==> src/rtl/inverse_diffusion_stream_if.sv <==
// Stream bundle for the inverse-diffusion stage: ciphertext in, key in,
// tagged diffused-domain pixel out. slave = stage side, master = env side.
interface inverse_diffusion_stream_if;
  logic       s_valid;
  logic       s_ready;
  logic [7:0] s_pixel;
  logic       k_valid;
  logic       k_ready;
  logic [7:0] k_byte;
  logic       m_valid;
  logic       m_ready;
  logic [7:0] m_pixel;
  logic [7:0] m_row;
  logic [7:0] m_col;
  logic       m_last;
  logic       frame_done;

  modport slave (
    input  s_valid, s_pixel, k_valid, k_byte, m_ready,
    output s_ready, k_ready, m_valid, m_pixel, m_row, m_col,
    output m_last, frame_done
  );

  modport master (
    output s_valid, s_pixel, k_valid, k_byte, m_ready,
    input  s_ready, k_ready, m_valid, m_pixel, m_row, m_col,
    input  m_last, frame_done
  );
endinterface

==> src/rtl/inverse_diffusion_stream.sv <==
// Inverse diffusion: P = ((C - K) mod 256) ^ C_prev, one pixel per cycle.
// Ports: clk, rst (sync, active high), bus (slave: s_*, k_*, m_*, frame_done).
module inverse_diffusion_stream #(
  parameter int         IMG_W = 256,
  parameter int         IMG_H = 256,
  parameter logic [7:0] IV    = 8'hA5
) (
  input logic                        clk,
  input logic                        rst,
  inverse_diffusion_stream_if.slave  bus
);

  localparam int CW = (IMG_W > 1) ? $clog2(IMG_W) : 1;
  localparam int RW = (IMG_H > 1) ? $clog2(IMG_H) : 1;

  logic [CW-1:0] col_q, col_d;
  logic [RW-1:0] row_q, row_d;
  logic [7:0]    cprev_q, cprev_d;
  logic [7:0]    pix_q, pix_d;
  logic [7:0]    mrow_q, mrow_d;
  logic [7:0]    mcol_q, mcol_d;
  logic          mvalid_q, mvalid_d;
  logic          mlast_q, mlast_d;

  logic out_free;
  logic xfer;
  logic last_col;
  logic last_row;
  logic last_px;

  // Join: one pixel and one key byte move together, only when the
  // output register can take the result this cycle.
  assign out_free    = !mvalid_q | bus.m_ready;
  assign bus.s_ready = !rst & out_free & bus.k_valid;
  assign bus.k_ready = !rst & out_free & bus.s_valid;
  assign xfer        = !rst & out_free & bus.s_valid & bus.k_valid;

  assign last_col = (col_q == CW'(IMG_W - 1));
  assign last_row = (row_q == RW'(IMG_H - 1));
  assign last_px  = last_col & last_row;

  always_comb begin
    col_d    = col_q;
    row_d    = row_q;
    cprev_d  = cprev_q;
    pix_d    = pix_q;
    mrow_d   = mrow_q;
    mcol_d   = mcol_q;
    mvalid_d = mvalid_q;
    mlast_d  = mlast_q;
    if (xfer) begin
      pix_d    = (bus.s_pixel - bus.k_byte) ^ cprev_q;
      mrow_d   = 8'(row_q);
      mcol_d   = 8'(col_q);
      mlast_d  = last_px;
      mvalid_d = 1'b1;
      // Chain on raw ciphertext; reseed so next frame starts from IV.
      cprev_d  = last_px ? IV : bus.s_pixel;
      col_d    = last_col ? '0 : col_q + 1'b1;
      if (last_col)
        row_d  = last_row ? '0 : row_q + 1'b1;
    end else if (bus.m_ready) begin
      mvalid_d = 1'b0;
    end
  end

  always_ff @(posedge clk) begin
    if (rst) begin
      col_q    <= '0;
      row_q    <= '0;
      cprev_q  <= IV;
      pix_q    <= '0;
      mrow_q   <= '0;
      mcol_q   <= '0;
      mvalid_q <= 1'b0;
      mlast_q  <= 1'b0;
    end else begin
      col_q    <= col_d;
      row_q    <= row_d;
      cprev_q  <= cprev_d;
      pix_q    <= pix_d;
      mrow_q   <= mrow_d;
      mcol_q   <= mcol_d;
      mvalid_q <= mvalid_d;
      mlast_q  <= mlast_d;
    end
  end

  assign bus.m_valid    = mvalid_q;
  assign bus.m_pixel    = pix_q;
  assign bus.m_row      = mrow_q;
  assign bus.m_col      = mcol_q;
  assign bus.m_last     = mlast_q;
  // Fires only on the completing handshake of the held last pixel.
  assign bus.frame_done = mvalid_q & bus.m_ready & mlast_q;

endmodule

==> src/flat_wrapper.sv <==
// flat-port wrapper written by rule: the top's interface ports become plain ports
module inverse_diffusion_stream_flat 
#(
  parameter int         IMG_W = 256,
  parameter int         IMG_H = 256,
  parameter logic [7:0] IV    = 8'hA5
)
  (clk, rst, bus_s_valid, bus_s_pixel, bus_k_valid, bus_k_byte, bus_m_ready, bus_s_ready, bus_k_ready, bus_m_valid, bus_m_pixel, bus_m_row, bus_m_col, bus_m_last, bus_frame_done);
  inverse_diffusion_stream_if bus_i ();
  input logic clk;
  input logic rst;
  input wire logic [$bits(bus_i.s_valid)-1:0] bus_s_valid;
  input wire logic [$bits(bus_i.s_pixel)-1:0] bus_s_pixel;
  input wire logic [$bits(bus_i.k_valid)-1:0] bus_k_valid;
  input wire logic [$bits(bus_i.k_byte)-1:0] bus_k_byte;
  input wire logic [$bits(bus_i.m_ready)-1:0] bus_m_ready;
  output wire logic [$bits(bus_i.s_ready)-1:0] bus_s_ready;
  output wire logic [$bits(bus_i.k_ready)-1:0] bus_k_ready;
  output wire logic [$bits(bus_i.m_valid)-1:0] bus_m_valid;
  output wire logic [$bits(bus_i.m_pixel)-1:0] bus_m_pixel;
  output wire logic [$bits(bus_i.m_row)-1:0] bus_m_row;
  output wire logic [$bits(bus_i.m_col)-1:0] bus_m_col;
  output wire logic [$bits(bus_i.m_last)-1:0] bus_m_last;
  output wire logic [$bits(bus_i.frame_done)-1:0] bus_frame_done;
  assign bus_i.s_valid = bus_s_valid;
  assign bus_i.s_pixel = bus_s_pixel;
  assign bus_i.k_valid = bus_k_valid;
  assign bus_i.k_byte = bus_k_byte;
  assign bus_i.m_ready = bus_m_ready;
  assign bus_s_ready = bus_i.s_ready;
  assign bus_k_ready = bus_i.k_ready;
  assign bus_m_valid = bus_i.m_valid;
  assign bus_m_pixel = bus_i.m_pixel;
  assign bus_m_row = bus_i.m_row;
  assign bus_m_col = bus_i.m_col;
  assign bus_m_last = bus_i.m_last;
  assign bus_frame_done = bus_i.frame_done;
  inverse_diffusion_stream #(.IMG_W(IMG_W), .IMG_H(IMG_H), .IV(IV)) u_core (.clk(clk), .rst(rst), .bus(bus_i));
endmodule
==> config.mk <==
export PLATFORM = sky130hd
export DESIGN_NAME = inverse_diffusion_stream_flat
export DESIGN_NICKNAME = d
export VERILOG_FILES = /design/src/rtl/inverse_diffusion_stream_if.sv /design/src/rtl/inverse_diffusion_stream.sv /design/src/flat_wrapper.sv
export SDC_FILE = /design/constraint.sdc
export NUM_CORES = 1
export LEC_CHECK = 0
export CAP_MARGIN = 20
export CORE_MARGIN = 5
export CORE_UTILIZATION = 35
export CTS_CLUSTER_SIZE = 40
export DETAILED_ROUTE_END_ITERATION = 8
export SYNTH_ARGS = -nofsm -noshare
export SYNTH_HDL_FRONTEND = slang
export SYNTH_SLANG_ARGS = --single-unit
==> constraint.sdc <==
create_clock -name clk -period 5.35 [get_ports clk]
set_input_delay 0.535 -clock clk [delete_from_list [all_inputs] [get_ports clk]]
set_output_delay 0.535 -clock clk [all_outputs]
set_load 0.03 [all_outputs]
==> results of run 1 <==
per-stage QoR:
step	worst slack (ns)	power, uW	std cells	area (sq um)	hold slack [ns]
after global routing	2.49	800	440	3150	0.474
after detailed placement	2.28	499	431	3010	0.447
after CTS	2.60	773	439	3120	0.461
after global placement	2.39	497	431	3010	0.446
after floorplan	3.30	462	305	2500	0.444
final	2.61	767	440	3150	0.459
cell type report:
class                      instances  area share, %
inverter                          16           1.91
clock inverter                     3           1.39
multi-input combinational        218           42.2
tap                               96           3.81
sequential                        50           31.8
clock buffer                       5           2.19
timing repair buffer              52           16.8
final timing paths:
kind,from,end,slack (ns),depth (start not counted)
max reg2reg,u_core.bus.m_valid,u_core.bus.m_pixel[7],3.41,5
min,u_core.bus.m_pixel[0],u_core.bus.m_pixel[0],0.46,2
max,rst,bus_k_ready,2.61,4
min reg2reg,u_core.bus.m_pixel[0],u_core.bus.m_pixel[0],0.46,2
critical path, delay by kind of cell:
kind,cells,cell delay (ns)
buffers and inverters,2,1.31
and+or+nand+nor,2,0.35
kinds of logic (layout without fill, tap and decap cells):
logic type	Yosys count	count (layout)	share of synthesized area (%)
AOI/OAI and AO/OA	76	76	19.3
muxes	2	2	0.899
buffers and inverters	37	76	7.00
DFF	50	50	40.0
and+or+nand+nor	116	116	22.6
xor gates and xnor gates	14	14	4.90
adders and majority gates	10	10	5.30
state kept, by name, indices dropped and copies added, names as in the netlist:
name	count
u_core.col_q	8
u_core.cprev_q	8
u_core.bus.m_row	8
u_core.bus.m_last	1
u_core.bus.m_valid	1
u_core.bus.m_pixel	8
u_core.row_q	8
u_core.bus.m_col	8
layout by cell type, fill, tap and decap left out, types with 3 or more instances in the layout:
| cell type | count |
|---|---|
| nor4_1 | 3 |
| o211ai_1 | 5 |
| and3_1 | 5 |
| clkbuf_8 | 5 |
| a311oi_1 | 4 |
| nand3_1 | 14 |
| a31oi_1 | 4 |
| xor2_1 | 5 |
| nor2_1 | 15 |
| xnor2_1 | 9 |
| inv_1 | 16 |
| ha_1 | 9 |
| clkdlybuf4s50_1 | 48 |
| o21ai_0 | 7 |
| dfxtp_1 | 50 |
| nand4_1 | 5 |
| a211oi_1 | 5 |
| a21oi_1 | 36 |
| or3_1 | 6 |
| o21bai_1 | 3 |
| nand2_1 | 54 |
metal layers:
metal / vias up / global-route usage (%) / routed length [microns]
met4: 0 / 5.65 / 109
met1: 1023 / 18.8 / 2900
met2: 35 / 22.3 / 2730
li1: 1149 / - / -
met3: 8 / 3.03 / 207
met5: - / 0 / 0
power groups by stage:
stage / Clock, uW / Sequential (uW) / Combinational (uW)
6_report: 276 / 384 / 107
5_1_grt: 296 / 386 / 118
4_1_cts: 283 / 385 / 106
3_5_place_dp: 0 / 393 / 106
3_3_place_gp: 0 / 393 / 104
2_1_floorplan: 0 / 399 / 62.4
==> summary.txt, run 1 <==
Status
  – Status: complete, no violations

Timing
  – Final period utilization: 51.1%
  – Slew margin rel.: 36.3%
  – RSZ-0062 raised after global routing: no
  – Final setup viols: 0
  – Setup TNS Final: 0 ns
  – Clock skew: 0.0106 ns
  – Hold Violations, Final: 0
  – Fmax: 365 MHz
  – Actual slew at the worst max-slew pin: 0.955 ns
  – Fin crit period: 2.74 ns
  – Final slew viol count: 0

Logic synthesis
  – Area fraction of the dominant cell type after synthesis: 40.0%
  – Syn Std Cell Area: 2500 sq um
  – Async S/R FF share, synth: 0%
  – Top post-synthesis cells by area: dfxtp_1 (40%), nand2_1 (8.1%), a21oi_1 (7.2%)
  – Post-synth EDFFs: 0
  – Syn Nets: 336
  – Yosys cell types: 46
  – Post-synth top cells: nand2_1 (54), dfxtp_1 (50), a21oi_1 (36), inv_1 (16), nor2_1 (15)
  – Synth area leader: dfxtp_1
  – Syn Area/Cell: 8.21 sq um
  – Count leader, synth: nand2_1
  – Flops & latches, synth: 50
  – Sequential area share after synthesis: 40.0%
  – Warnings, synthesis: 0
  – Syn Inst Count: 305
  – Primary FF master, synth: dfxtp_1

GRT
  – Initial antenna violation count: 0
  – First-pass GRT wire length: 10,200 microns
  – GRT overflow: 0
  – Vias in the first global route: 2,187
  – Total track usage: 14.2%
  – Largest net degree at the start of global routing: 53

Setup path
  – Critical Path Fanout Max: 52
  – Crit-path cells: buf_2 -> nor2b_4 -> and2_1 -> clkdlybuf4s50_1
  – Critical Path RT: 4.82 ns
  – Max incr delay on CP: 0.72 ns
  – Slowest CP cell: buf_2
  – CP Capture Type: output port
  – Crit path DAT: 2.20 ns
  – Crit Path Class: primary input to output port
  – Crit path launch type: primary input

Flow run
  – Max cap viols: 0

Power and ir drop
  – Power per cell area: 244 nW/um^2
  – Worst VDD drop: 0.124 mV
  – Switching share of power: 25.8%
  – P_sw: 198 uW
  – Leakage: 0.00113 uW
  – Power share of the combinational group: 13.9%
  – Clk network pwr share: 36.0%
  – P_int: 569 uW
  – Sequential Power Share: 50.1%

Placed design
  – IO Port Bufs: 49
  – RD Place Congestion: 0.840
  – HPWL after DPL: 4180 microns

Die
  – Starting Density: 36.4%
  – Core Region: 6870 sq um
  – Die area: 8940 sq um
  – Die Span Y: 94.6 microns
  – Rows: 30
  – Die W: 94.6 microns
  – I/O pin cnt: 50

Finish
  – Final Util: 45.8%
  – Layout Area Growth over Synthesis: 25.8%
  – Fill count: 687
  – Antenna cell count: 0
  – Layout cells sized above 1: 5.23%
  – Reg area: 1000 sq um
  – Multi-input logic area: 1330 sq um
  – Final #Nets: 374

Clock network
  – Setup Buffers After CTS: 0
  – H-tree levels: 2
  – Clock buffer count from CTS: 5
  – Bufs on Longest Clock Path: 2
  – Clock root cell: clkbuf_8
  – Clk_lat worst skew: 0.31 ns
  – Hold_buf cts: 0
  – Post-cts sizing count: 0
  – Worst-path clk slew: 0.09 ns
  – Clock sinks: 50
  – CTS tree: done

Routing
  – TritonRoute pass-1 iters: 4
  – Iteration-0 DRC Markers: 109
  – Vias per cell: 5.03
  – Vias post-DR: 2,215
  – Final wirelength: 5950 microns
  – Routed Antenna Nets: 0
  – DR WL/cell: 13.5 microns
  – DRC errors left: 0

Min path
  – Tightest Hold Check Type: flop to flop
(Power assumes the default switching activity.)
==> inputs of run 2 (changes only) <==
==> constraint.sdc (replaced) <==
create_clock -name clk -period 2.7 [get_ports clk]
set_input_delay 0.27 -clock clk [delete_from_list [all_inputs] [get_ports clk]]
set_output_delay 0.27 -clock clk [all_outputs]
set_load 0.03 [all_outputs]
==> summary.txt, run 2 (synthesis gave the netlist of run 1 again) <==
Routing
  – Routed Antenna Nets: 0 (unchanged)
  – Vias post-DR: 2,254 (+1.8%)
  – Final wirelength: 6090 microns (+2.4%)
  – DRC errors left: 0 (unchanged)
  – DR WL/cell: 13.8 microns (+1.7%)
  – Vias per cell: 5.09 (+1.1%)
  – Iteration-0 DRC Markers: 127 (+17%)
  – TritonRoute pass-1 iters: 4 (unchanged)

Flow run
  – Max cap viols: 0 (unchanged)

Placed design
  – IO Port Bufs: 49 (unchanged)
  – RD Place Congestion: 0.895 (+6.5%)
  – HPWL after DPL: 4370 microns (+4.7%)
  – Placed cells: 435 (+0.93%)

Setup path
  – Worst reg2reg endpoint: u_core.row_q[6]
  – Slowest CP cell: clkdlybuf4s50_1
  – R2R Path Start: u_core.col_q[0]
  – Reg2Reg Depth: 5 (unchanged)
  – Crit-path most repeated cell: clkdlybuf4s50_1
  – CP Capture Type: output port
  – Reg2Reg Setup Slack: 0.80 ns (-2.61 ns)
  – Crit Path Class: primary input to output port
  – Crit-path cells: clkdlybuf4s50_1 -> nand2b_1 -> nand2_1 -> nor2_1 -> clkdlybuf4s50_1
  – Critical Path RT: 2.43 ns (-2.39 ns)
  – Critical Path Fanout Max: 9 (-83%)
  – Crit path DAT: 1.93 ns (-0.27 ns)
  – Crit path launch type: primary input
  – Max incr delay on CP: 0.68 ns (-0.04 ns)

Clock network
  – Hold_buf cts: 0 (unchanged)
  – Clock sinks: 50 (unchanged)
  – H-tree levels: 2 (unchanged)
  – Bufs on Longest Clock Path: 2 (unchanged)
  – CTS tree: done
  – Setup Buffers After CTS: 0 (unchanged)
  – Clock buffer count from CTS: 5 (unchanged)
  – Clk_lat worst skew: 0.31 ns (about the same)
  – Clock root cell: clkbuf_8
  – Post-cts sizing count: 0 (unchanged)
  – Worst-path clk slew: 0.09 ns (about the same)

Power and ir drop
  – Leakage: 0.00113 uW (-0.24%)
  – Worst VDD drop: 0.177 mV (+43%)
  – Power per cell area: 461 nW/um^2 (+89%)

GRT
  – Total track usage: 14.1% (about the same)
  – Largest net degree at the start of global routing: 51 (-3.8%)
  – Initial antenna violation count: 0 (unchanged)
  – First-pass GRT wire length: 10,100 microns (-1.0%)
  – Vias in the first global route: 2,199 (+0.55%)
  – GRT overflow: 0 (unchanged)

Die
  – Rows: 30 (unchanged)
  – Die Span Y: 94.6 microns (unchanged)
  – Die W: 94.6 microns (unchanged)
  – I/O pin cnt: 50 (unchanged)
  – Starting Density: 36.4% (unchanged)
  – Core Region: 6870 sq um (unchanged)
  – Die area: 8940 sq um (unchanged)

Finish
  – Final #Nets: 377 (+0.80%)
  – Layout Area Growth over Synthesis: 25.3%
  – Layout cells sized above 1: 6.05% (+0.82 points)
  – Most frequent cells in the layout: nand2_1 (54), dfxtp_1 (50), clkdlybuf4s50_1 (48)
  – Fill count: 693 (+0.87%)
  – Commonest non-fill, non-tap cell in the layout: nand2_1
  – Antenna cell count: 0 (unchanged)
  – Post-Layout Cell Count: 443 (+0.68%)

Timing
  – Final period utilization: 81.6%
  – Fmax: 454 MHz
  – Setup TNS Final: 0 ns (unchanged)
  – Final slew viol count: 0 (unchanged)
  – Fin crit period: 2.20 ns
  – Hold Violations, Final: 0 (unchanged)
  – Clock skew: 0.00921 ns (-0.00134 ns)
  – Actual slew at the worst max-slew pin: 0.529 ns (-0.427 ns)
  – Slew margin rel.: 64.8% (+28 points)
  – RSZ-0062 raised after global routing: no
  – Final setup viols: 0 (unchanged)

Status
  – Status: complete, no violations

Min path
  – Tightest Hold Check Type: primary input to flop
  – Hold Crit Start: rst
  – Hold-critical path depth: 4 (+2)
  – Worst Hold Path EP: u_core.bus.m_col[6]
==> run 2: cell types whose count changed in the layout (fill, tap and decap cells not counted), sizes merged <==
cell / change
buf: +3
bufinv: -1
clkbuf: +1
clkinv: -1
clkinvlp: +1
==> run 2: final cells by class <==
| class | count | area [sq um] | share of cell area (%) |
|---|---|---|---|
| clock inverter | 2 | 16.3 | 0.518 |
| timing repair buffer | 55 | 531 | 16.9 |
| tap | 96 | 120 | 3.83 |
| sequential | 50 | 1000 | 31.9 |
| clock buffer | 6 | 82.6 | 2.63 |
| multi-input combinational | 218 | 1330 | 42.3 |
| inverter | 16 | 60.1 | 1.91 |
==> run 2: report_power, final <==
part / switching (uW) / internal, uW
Clock: 260 / 211
Sequential: 9.85 / 752
Combinational: 115 / 97.1
==> run 2: through the flow <==
stage / hold slack, ns / util [%] / power, uW / instance area, sq um / setup slack [ns]
after CTS: 0.461 / 45.7 / 1460 / 3140 / 0.504
after floorplan: 0.394 / - / 915 / 2500 / 0.919
after detailed placement: 0.447 / 44.2 / 992 / 3040 / 0.359
after global routing: 0.477 / 45.7 / 1520 / 3140 / 0.402
final: 0.460 / 45.7 / 1450 / 3140 / 0.497
after global placement: 0.445 / 44.2 / 990 / 3040 / 0.422
==> run 2: worst max-delay path by stage <==
stage | from | end | slack, ns | cells after the start
after floorplan | bus_s_pixel[0] | u_core.bus.m_pixel[6] | 0.92 | 8
after global placement | bus_s_pixel[0] | u_core.bus.m_pixel[6] | 0.42 | 9
after detailed placement | bus_s_pixel[0] | u_core.bus.m_pixel[6] | 0.36 | 9
after CTS | bus_m_ready | bus_s_ready | 0.50 | 5
after global routing | bus_m_ready | bus_s_ready | 0.40 | 5
final | bus_m_ready | bus_s_ready | 0.50 | 5
==> run 2: worst max-delay path: cells and delay by family <==
family / cells / cell delay (ns)
buffers and inverters: 2 / 1.14
and+or+nand+nor: 3 / 0.52
==> run 2: layer usage <==
metal  GRT usage, %  part of all wire [%]  routed length [microns]
met1           19.2                    48                     2920
met2           21.7                    46                     2820
met3           3.11                   4.3                      264
met4           5.77                   1.5                       93
met5              0                     0                        0
